<file path="config.mk">
export PLATFORM = sky130hd
export DESIGN_NAME = data_bus_arbiter
export DESIGN_NICKNAME = d
export VERILOG_FILES = /design/src/rtl/data_bus_pkg.sv /design/src/rtl/bus_arb_select.sv /design/src/rtl/data_bus_arbiter.sv
export SDC_FILE = /design/constraint.sdc
export NUM_CORES = 1
export LEC_CHECK = 0
export BUFFER_PORTS_ARGS = -buffer_cell sky130_fd_sc_hd__buf_4
export CAP_MARGIN = 10
export CORE_ASPECT_RATIO = 0.9
export CORE_MARGIN = 5
export CORE_UTILIZATION = 42
export DETAILED_ROUTE_END_ITERATION = 10
export PLACE_DENSITY = 0.77
export SLEW_MARGIN = 20
export SYNTH_ARGS = -nofsm -noshare
export SYNTH_HDL_FRONTEND = slang
export SYNTH_SLANG_ARGS = --single-unit
</file>
<file path="constraint.sdc">
create_clock -name core_clock -period 4.6 [get_ports core_clock]
set_clock_uncertainty 0.05 [all_clocks]
set_input_delay 0.69 -clock core_clock [delete_from_list [all_inputs] [get_ports core_clock]]
set_output_delay 0.69 -clock core_clock [all_outputs]
set_load 0.005 [all_outputs]
</file>
<file path="src/rtl/data_bus_pkg.sv">
// Shared definitions for the two-master data bus arbiter: bus widths,
// FSM state encoding, owner encoding and the latched command record.
package data_bus_pkg;

  localparam int unsigned ADDR_W = 32;
  localparam int unsigned DATA_W = 32;
  localparam int unsigned BE_W   = 4;

  localparam logic [1:0] ST_IDLE  = 2'd0;
  localparam logic [1:0] ST_DRIVE = 2'd1;
  localparam logic [1:0] ST_RESP  = 2'd2;

  localparam logic OWNER_M0 = 1'b0;
  localparam logic OWNER_M1 = 1'b1;

  typedef struct packed {
    logic              write;
    logic [BE_W-1:0]   be;
    logic [ADDR_W-1:0] addr;
    logic [DATA_W-1:0] wdata;
  } bus_cmd_t;

endpackage

</file>
<file path="src/rtl/bus_arb_select.sv">
// Combinational winner selection: m0 has priority unless the guard is
// enabled and m1 has lost STARVE_LIMIT consecutive decisions.
module bus_arb_select
  import data_bus_pkg::*;
#(
  parameter int unsigned STARVE_LIMIT = 8,
  parameter int unsigned CNT_W        = 4
) (
  input  logic             m0_req,
  input  logic             m1_req,
  input  logic [CNT_W-1:0] starve_cnt,
  input  logic             guard_en,
  output logic             grant_valid,
  output logic             grant_owner
);

  logic starved;

  // Pick the winner among the requesting masters.
  always_comb begin
    grant_valid = m0_req | m1_req;
    starved     = guard_en & m1_req & (starve_cnt == CNT_W'(STARVE_LIMIT));
    grant_owner = (m1_req & (~m0_req | starved)) ? OWNER_M1 : OWNER_M0;
  end

endmodule

</file>
<file path="src/rtl/data_bus_arbiter.sv">
// Two-master shared data bus arbiter with IDLE -> DRIVE -> RESP sequencing.
// Optional starvation guard for m1 enabled by macro BUS_ARB_STARVATION_GUARD_EN.
module data_bus_arbiter
  import data_bus_pkg::*;
#(
  parameter int unsigned STARVE_LIMIT = 8
) (
  input  logic              core_clock,
  input  logic              reset,
  input  logic              m0_req,
  input  logic              m0_write,
  input  logic [BE_W-1:0]   m0_byte_enable,
  input  logic [ADDR_W-1:0] m0_address,
  input  logic [DATA_W-1:0] m0_write_data,
  input  logic              m1_req,
  input  logic              m1_write,
  input  logic [BE_W-1:0]   m1_byte_enable,
  input  logic [ADDR_W-1:0] m1_address,
  input  logic [DATA_W-1:0] m1_write_data,
  output logic              m0_ack,
  output logic [DATA_W-1:0] m0_read_data,
  output logic              m0_stall,
  output logic              m1_ack,
  output logic [DATA_W-1:0] m1_read_data,
  output logic              m1_stall,
  output logic [ADDR_W-1:0] bus_address,
  output logic [DATA_W-1:0] bus_write_data,
  output logic [BE_W-1:0]   bus_byte_enable,
  output logic              bus_read_enable,
  output logic              bus_write_enable,
  input  logic [DATA_W-1:0] bus_read_data,
  output logic              bus_owner
);

  localparam int unsigned CNT_W = $clog2(STARVE_LIMIT + 1);

  logic [1:0]        state_q, state_d;
  logic              owner_q, owner_d;
  bus_cmd_t          cmd_q, cmd_d, m0_cmd, m1_cmd;
  logic [DATA_W-1:0] rdata0_q, rdata0_d, rdata1_q, rdata1_d;
  logic [CNT_W-1:0]  starve_cnt;
  logic              guard_en, grant_valid, grant_owner;

`ifdef BUS_ARB_STARVATION_GUARD_EN
  logic [CNT_W-1:0] starve_q, starve_d;
  logic             decide;

  assign starve_cnt = starve_q;
  assign guard_en   = 1'b1;

  // Count consecutive decisions m1 loses while requesting; saturate at the limit.
  always_comb begin
    starve_d = starve_q;
    decide   = (state_q == ST_IDLE) || (state_q == ST_RESP);
    if (decide) begin
      if (m1_req && (grant_owner == OWNER_M0)) begin
        starve_d = (starve_q == CNT_W'(STARVE_LIMIT)) ? starve_q : starve_q + CNT_W'(1);
      end else begin
        starve_d = '0;
      end
    end
  end
`else
  assign starve_cnt = '0;
  assign guard_en   = 1'b0;
`endif

  bus_arb_select #(
    .STARVE_LIMIT (STARVE_LIMIT),
    .CNT_W        (CNT_W)
  ) u_select (
    .m0_req      (m0_req),
    .m1_req      (m1_req),
    .starve_cnt  (starve_cnt),
    .guard_en    (guard_en),
    .grant_valid (grant_valid),
    .grant_owner (grant_owner)
  );

  // Gather each master's command fields into one record for muxing.
  always_comb begin
    m0_cmd = '{write: m0_write, be: m0_byte_enable, addr: m0_address, wdata: m0_write_data};
    m1_cmd = '{write: m1_write, be: m1_byte_enable, addr: m1_address, wdata: m1_write_data};
  end

  // Next-state, command latch and read-data capture.
  always_comb begin
    state_d  = state_q;
    owner_d  = owner_q;
    cmd_d    = cmd_q;
    rdata0_d = rdata0_q;
    rdata1_d = rdata1_q;
    case (state_q)
      ST_IDLE, ST_RESP: begin
        if (grant_valid) begin
          state_d = ST_DRIVE;
          owner_d = grant_owner;
          cmd_d   = (grant_owner == OWNER_M1) ? m1_cmd : m0_cmd;
        end else begin
          state_d = ST_IDLE;
        end
      end
      ST_DRIVE: begin
        state_d = ST_RESP;
        if (!cmd_q.write) begin
          if (owner_q == OWNER_M1) rdata1_d = bus_read_data;
          else                     rdata0_d = bus_read_data;
        end
      end
      default: state_d = ST_IDLE;
    endcase
  end

  // State registers with asynchronous reset.
  always_ff @(posedge core_clock or posedge reset) begin
    if (reset) begin
      state_q  <= ST_IDLE;
      owner_q  <= OWNER_M0;
      cmd_q    <= '0;
      rdata0_q <= '0;
      rdata1_q <= '0;
`ifdef BUS_ARB_STARVATION_GUARD_EN
      starve_q <= '0;
`endif
    end else begin
      state_q  <= state_d;
      owner_q  <= owner_d;
      cmd_q    <= cmd_d;
      rdata0_q <= rdata0_d;
      rdata1_q <= rdata1_d;
`ifdef BUS_ARB_STARVATION_GUARD_EN
      starve_q <= starve_d;
`endif
    end
  end

  // Enables and acks decode from the state so reset clears them immediately.
  always_comb begin
    bus_address      = cmd_q.addr;
    bus_write_data   = cmd_q.wdata;
    bus_byte_enable  = cmd_q.be;
    bus_owner        = owner_q;
    bus_read_enable  = (state_q == ST_DRIVE) & ~cmd_q.write;
    bus_write_enable = (state_q == ST_DRIVE) &  cmd_q.write;
    m0_ack           = (state_q == ST_RESP) & (owner_q == OWNER_M0);
    m1_ack           = (state_q == ST_RESP) & (owner_q == OWNER_M1);
    m0_read_data     = rdata0_q;
    m1_read_data     = rdata1_q;
    m0_stall         = m0_req & ~m0_ack;
    m1_stall         = m1_req & ~m1_ack;
  end

endmodule

</file>
==> run summary, run 1 <==
In this run, the number of DRC markers left after iteration 0 of detailed routing was a little under 400. The average vias per placed instance came out at about 5. The number of ports placed on the die boundary came out at 313. The synthesis-to-layout area growth is 39.16%.

Once layout is complete, the utilization of the core stands at between 50% and 60%. Yosys printed 0 warnings. The first global-routing pass estimated about 28000 um of wire. The final-report setup violation count came out at 0.

Leaving out fill and tap cells, the most frequent cell in the layout is sky130_fd_sc_hd__buf_4. The count of unique library cells instantiated by Yosys came out at 21. The deepest level of the CTS H-tree is 4.

For the worst setup path, the data arrival time is ~1.9 ns. The worst-path maximum fanout came out at 43. The combined area of all synthesized cells is roughly 0.0065 mm2. The floorplan step defined a core boundary enclosing between 0.015 and 0.02 mm2. The total via count in the routed design is 5190.

The number of nets in the finished design came out at a little over 1000. 0 antenna diodes ended up in the layout. The TritonCTS clock tree is done. The number of input and output port buffers inserted came out at 312. The depth of the most critical reg-to-reg path came out at 3.

The placed wire-length estimate after detailed placement is about 14000 um. Leaving out fill and tap cells, the most frequent cells in the layout are sky130_fd_sc_hd__buf_4, sky130_fd_sc_hd__inv_1, sky130_fd_sc_hd__dfrtp_1. The pin slew with the least headroom to its limit came out at about 0.99 ns. The number of remaining DRC errors came out at 0.

The clock net sink count came out at 136. The number of max-slew violations in the final report came out at 0. The number of placed cells counting well taps is 1015.

The final number of hold-violating endpoints was 0. The required time of the critical path came out at between 3 and 4 ns. The number of buffers on the longest clock path is 2.

For the finished layout, the period the worst path requires is roughly 2.6 ns. Dividing the detail-routed wire length by the instance count gives 17.55 um. The kind of critical path is reg2out. The highest clock frequency the design can meet is just under 400 MHz. The buffer cell driving the clock tree root is sky130_fd_sc_hd__clkbuf_16. The y dimension of the die came out at approximately 130 um. The clock latency reported for the late side of the worst-skew pair came out at about 0.41 ns.

The tightest min-delay check is of the in2async type. The total negative slack for setup checks is 0 ns. The first-pass iteration count of the detailed router came out at 7.

The clock buffer count from CTS came out at 17. The number of gates given a new drive strength after cts came out at 0. The worst vdd rail ir drop came out at 0.2880 mV. The hold-fix buffer count after cts is 0.

Synthesis handed over a netlist of approximately 600 instances. The startpoint kind of the worst setup timing path is a register. Summing the sequential cell areas from Yosys gives 52.67% of the chip area.

For this design the static power due to leakage is roughly 4.8 nW. The overall track demand over capacity in global routing came out at between 10% and 20%. The number of global-route vias before repair came out at between 5000 and 6000.

The flop and latch count out of synthesis came out at 136. The post-detailed-routing wire length is between 15000 and 20000 um. The initial core utilization came out at 42.29%. Entering global routing, the biggest net connects 94 pins. The total congestion overflow after global routing is 0. Dividing total power by cell area gives a power density of slightly above 500 mW/mm2. Measured along the x axis, the die boundary spans 140.7 um. The final weighted congestion in routability-driven placement came out at ~0.81.

The count of max-cap constraint violations is 0. The headroom to the max-slew limit is approximately a third. The average cell area after synthesis is 10.79 um2.

The number of antenna violations at the first check in global routing is 0. Clock-pin slew was measured on the worst setup and hold paths at 0.06 ns. The post-route clock period utilization is 56.60%. The filler-free cell count of the finished design came out at around 1000. The count of nets left with antenna violations once routing finished came out at 0. The die covers about 0.018 mm2.

The number of placement rows came out at 43. The number of setup buffers added after CTS is 0. The net count of the mapped netlist is around 770. The flow ran to the end, and the final reports show no timing, DRC or antenna violations. Setup repair after global routing left no endpoint under its margin.

The fraction of final layout cells with drive strength greater than 1 came out at a little under 50%. The worst setup path is captured at a primary output.
-- flip-flops by register name (all words and copies together) (netlist names) --
register	flops
bus_write_data	32
cmd_q	1
m0_read_data	32
m1_read_data	32
bus_owner	1
state_q	2
bus_address	32
bus_byte_enable	4
-- synth_stat cells --
library cell                 n  area share (%)
sky130_fd_sc_hd__mux2_4      4            0.93
sky130_fd_sc_hd__inv_1     141             8.2
sky130_fd_sc_hd__buf_8       1            0.23
sky130_fd_sc_hd__and2_1      2            0.19
sky130_fd_sc_hd__buf_6       7             1.2
sky130_fd_sc_hd__nor3b_1     1            0.12
sky130_fd_sc_hd__nor2b_1     5            0.48
sky130_fd_sc_hd__a222oi_1   69              11
sky130_fd_sc_hd__nand2b_1    1           0.097
sky130_fd_sc_hd__mux2_1      2            0.35
sky130_fd_sc_hd__dfrtp_1   136              53
sky130_fd_sc_hd__nor2_1     69             4.0
sky130_fd_sc_hd__buf_2       9            0.70
sky130_fd_sc_hd__o21bai_1    1            0.12
sky130_fd_sc_hd__buf_4      68             7.9
sky130_fd_sc_hd__clkbuf_1   21             1.2
sky130_fd_sc_hd__and4bb_1    1            0.19
sky130_fd_sc_hd__nor4b_4     1            0.37
sky130_fd_sc_hd__and3b_1     1            0.14
sky130_fd_sc_hd__a21oi_1     1           0.077
sky130_fd_sc_hd__mux2_2     58              10
-- per-layer routing --
layer  share of wire [%]  GRT usage [%]  vias to the layer above
li1                    -              -                     2396
met2                  50          33.45                      257
met3                  10          8.467                       21
met4                 1.5          6.040                        0
met1                  38          23.54                     2516
met5                   0              0                        -
-- worst paths after layout --
| path | start | end | slack [ns] |
|---|---|---|---|
| setup / recovery | state_q[0] | bus_write_enable | 2.00 |
| hold / removal | reset | m0_read_data[9] | 0.37 |
| setup reg to reg | state_q[0] | cmd_q[68] | 2.21 |
| hold reg to reg | m0_read_data[31] | m0_read_data[31] | 0.45 |
| max in group asynchronous | reset | bus_write_data[12] | 3.13 |
| min in group core_clock | m0_read_data[31] | m0_read_data[31] | 0.45 |
-- cell type report --
class	count	area (um2)
timing repair buffer	320	2402
clock buffer	18	429.2
inverter	141	534.3
tap	202	252.7
sequential	136	3405
clock inverter	14	141.4
multi-input combinational	216	1827
fill	1315	6289
-- worst max-delay path, stage by stage (launching register included) --
cell                      delay [ns]
sky130_fd_sc_hd__dfrtp_2        0.89
sky130_fd_sc_hd__nor2b_1        0.27
sky130_fd_sc_hd__and2_1         0.16
sky130_fd_sc_hd__buf_4          0.12
-- power breakdown --
group / internal [mW] / switching (mW) / total, mW
sequential: 1.60 / 0.248 / 1.84
clock: 0.759 / 0.550 / 1.31
combinational: 0.904 / 0.515 / 1.42
-- kinds of logic (layout without fill, tap and decap cells) --
kind of cell           after synthesis  count (layout)  share of synthesized area [%]
buffers and inverters              247             493                          19.46
muxes                               64              64                          11.39
AOI/OAI and AO/OA                   71              71                          10.88
DFF                                136             136                          52.67
and+or+nand+nor                     81              81                          5.596
-- metrics by stage --
stage / hold slack, ns / setup WS (ns) / instance area [um2] / total power, mW
global placement: 0.4218 / 2.123 / 8421 / 3.257
floorplan: 0.4328 / 0.2205 / 6461 / 2.534
detailed placement: 0.4357 / 2.087 / 8421 / 3.305
global route: 0.4302 / 1.885 / 8991 / 4.842
CTS: 0.4123 / 1.994 / 8991 / 4.629
finish: 0.3669 / 1.996 / 8991 / 4.573
Note: power is estimated with default switching activity, not from simulation.
==> inputs of run 2 (changes only) <==
==> constraint.sdc (replaced) <==
create_clock -name core_clock -period 2.3 [get_ports core_clock]
set_clock_uncertainty 0.05 [all_clocks]
set_input_delay 0.345 -clock core_clock [delete_from_list [all_inputs] [get_ports core_clock]]
set_output_delay 0.345 -clock core_clock [all_outputs]
set_load 0.005 [all_outputs]
==> run 2 against run 1 <==
  * Utilization is 0.96 points higher
  * Die area stayed put
  * Via count is 0.37% higher
  * Clock-buffer cell count is 1 higher
  * Worst setup slack worse by 1.7 ns
  * Critical path type unchanged
  * Combinational power is 100% higher
  * Sequential share of layout area is 0.61 points lower
  * Highest routed layer unchanged
  * First-iteration DRC count is 15% lower
==> run summary, run 2 (synthesis results as in run 1) <==
The run finished with clean final reports. The depth of the most critical reg-to-reg path is 3 (unchanged). The layer flagged by global routing as most heavily used is met2. The wire length of the first global-routing pass was 28210 um (+0.52%). The tightest min-delay check is of the in2reg type. The number of antenna violations at the first check in global routing came to 0 (unchanged). The number of global-route vias before repair is 5284 (+0.82%).

The time the worst path needs with I/O delays and setup came out at 2.050 ns. The number of max-slew violations in the final report is 0 (unchanged). STA classifies the critical path endpoint as a primary output. The final-report setup violation count is 0 (unchanged). The post-detailed-routing wire length is 18370 um (about the same). The number of ports placed on the die boundary came out at 313 (unchanged). The pin slew with the least headroom to its limit was 0.5737 ns (-0.4118 ns).

The library cells used most frequently in the layout, excluding fill and tap cells, are sky130_fd_sc_hd__buf_4, sky130_fd_sc_hd__inv_1, sky130_fd_sc_hd__dfrtp_1. The area enclosed by the die boundary is 0.01797 mm2 (unchanged). The number of placement rows came out at 43 (unchanged). The overall track demand over capacity in global routing is 20.12% (+0.14 points).

The cell family contributing the most delay on the critical path is flip-flops. The final number of hold-violating endpoints is 0 (unchanged). The y dimension of the die came out at 127.7 um (unchanged). The number of input and output port buffers inserted came to 312 (unchanged). The worst-path maximum fanout is 27 (-37%). The root buffer cell chosen for the clock tree is sky130_fd_sc_hd__clkbuf_16. The clock latency reported for the late side of the worst-skew pair came out at 0.41 ns (about the same). The leakage component of the power is 4.881 nW (+1.4%). The signal on the critical path passes through nor3b_1 -> nor2b_1 -> buf_4. The deepest level of the CTS H-tree came out at 4 (unchanged). The fraction of final layout cells with drive strength greater than 1 is 49.94% (+0.36 points).

The met3 global-route usage was 7.236% (-1.2 points). The average wire length per cell after detail routing came out at 17.45 um (-0.62%). The utilization after layout is 59.80% (+0.96 points).

The library cell used most frequently in the layout, excluding fill and tap cells, is sky130_fd_sc_hd__buf_4. The synthesis-to-layout area growth came out at 41.42%. The required time of the critical path came out at 1.90 ns (-1.96 ns). The initial core utilization came out at 42.29% (unchanged).

The post-route clock period utilization came out at 89.12%. The delay contributed by the slowest stage of the critical path is 0.61 ns (-0.28 ns). The TritonCTS clock tree is done. For this design, the slowest cell found on the critical path is sky130_fd_sc_hd__dfrtp_2.

The setup slack after placement is 0.4690 ns (-1.618 ns). The data arrival time of the critical path is 1.65 ns (-0.21 ns). The met1 track demand over resource came out at 24.57% (+1.0 points). The count of inserted antenna diode cells is 0 (unchanged). The global-route met2 utilization is 33.25% (-0.20 points). Setup repair after global routing left no endpoint under its margin. The worst hold slack is 0.1193 ns (-0.2476 ns).

The core area came out at 0.01528 mm2 (unchanged). The placed wire-length estimate after detailed placement came out at 13610 um (about the same). The count of buffering cells on the critical path with inverters included came out at 1 (unchanged). The number of cells traversed by the worst hold path came out at 2. The number of design-rule violations left by the first detailed-router iteration is 328 (-15%).

The number of setup buffers added after CTS is 0 (unchanged). The total via count in the routed design is 5209 (+0.37%). The average vias per placed instance is 4.947 (-0.21%).

STA classifies the critical path startpoint as a register. The clock slew seen by the registers of the worst setup and hold paths is 0.06 ns (about the same). The number of antenna-violating nets in the routed design is 0 (unchanged). The headroom to the max-slew limit came out at 61.75% (+28 points). The overall power consumption is 9.354 mW (+100%). By startpoint and endpoint, the worst setup path is classified as reg2out. The worst vdd rail ir drop came out at 0.5844 mV (+100%). The horizontal die dimension is 140.7 um (unchanged). The number of remaining DRC errors came to 0 (unchanged). The clock net sink count is 136 (unchanged). The number of buffers on the longest clock path came out at 2 (unchanged).

The clock buffer count from CTS is 17 (unchanged). The post-layout worst setup margin is 0.2502 ns (-1.746 ns). The pin count of the biggest net entering global routing came out at 56 (-40%). The total congestion overflow after global routing came to 0 (unchanged).

The number of nets in the finished design is 1012 (+0.60%). The number of gates given a new drive strength after cts came out at 0 (unchanged). The first-pass iteration count of the detailed router came out at 8 (+1).

The total negative slack for setup checks is 0 ns (unchanged). The ratio of total power to cell area is 1024 mW/mm2 (+100%). The highest clock frequency the design can meet came out at just under 500 MHz. The critical path depth in cells came out at 3 (unchanged).

The final weighted congestion in routability-driven placement is 0.7768 (-4.2%). The count of max-cap constraint violations is 0 (unchanged).
==> run 2: changes by cell type in the layout (fill, tap and decap cells not counted) <==
cell,before,now
sky130_fd_sc_hd__buf_12,0,5
sky130_fd_sc_hd__clkbuf_8,0,2
sky130_fd_sc_hd__clkinv_4,2,0
sky130_fd_sc_hd__bufinv_16,1,2
sky130_fd_sc_hd__clkbuf_1,1,0
sky130_fd_sc_hd__dlygate4sd3_1,0,1
==> run 2: per-stage QoR <==
stage	area, um2	instances
floorplan	6465	599
global placement	8519	1020
detailed placement	8519	1020
CTS	9138	1053
global route	9138	1053
finish	9138	1053
==> run 2: timing repair <==
action	4_1_cts	5_1_grt
endpoints found under the hold margin	11	0
hold buffers	1	0
endpoints found under the setup margin	0	0
==> run 2: layout make-up <==
cell class / count / area, um2
fill: 1272 / 6142
timing repair buffer: 326 / 2512
multi-input combinational: 216 / 1827
clock inverter: 13 / 155.1
tap: 202 / 252.7
clock buffer: 19 / 452.9
inverter: 141 / 533.0
sequential: 136 / 3405
==> run 2: report_power, final <==
part           switching (mW)  internal, mW  total [mW]
Sequential              0.482          3.19        3.68
Clock                    1.09          1.69        2.78
Combinational            1.06          1.84        2.90
==> run 2: per-layer routing <==
| layer | wire, um | vias up |
|---|---|---|
| li1 | - | 2407 |
| met1 | 7280 | 2508 |
| met2 | 8816 | 268 |
| met3 | 1873 | 26 |
| met4 | 399 | 0 |
| met5 | 0 | - |
==> run 2: worst register-to-register path: cells and delay by family (launching register included) <==
kind / cells / cell delay [ns]
buf+inv: 1 / 0.25
mux: 1 / 0.39
simple gates: 1 / 0.35
flops: 1 / 0.71
==> run 2: worst paths after layout <==
check / startpoint / slack (ns) / end
max: state_q[0] / 0.25 / m0_stall
min: bus_read_data[30] / 0.12 / m0_read_data[30]
max reg2reg: state_q[0] / 0.43 / m0_read_data[17]
min reg2reg: m0_read_data[30] / 0.45 / m0_read_data[30]
max in group asynchronous: reset / 1.17 / state_q[0]
min in group asynchronous: reset / 0.42 / m1_read_data[14]
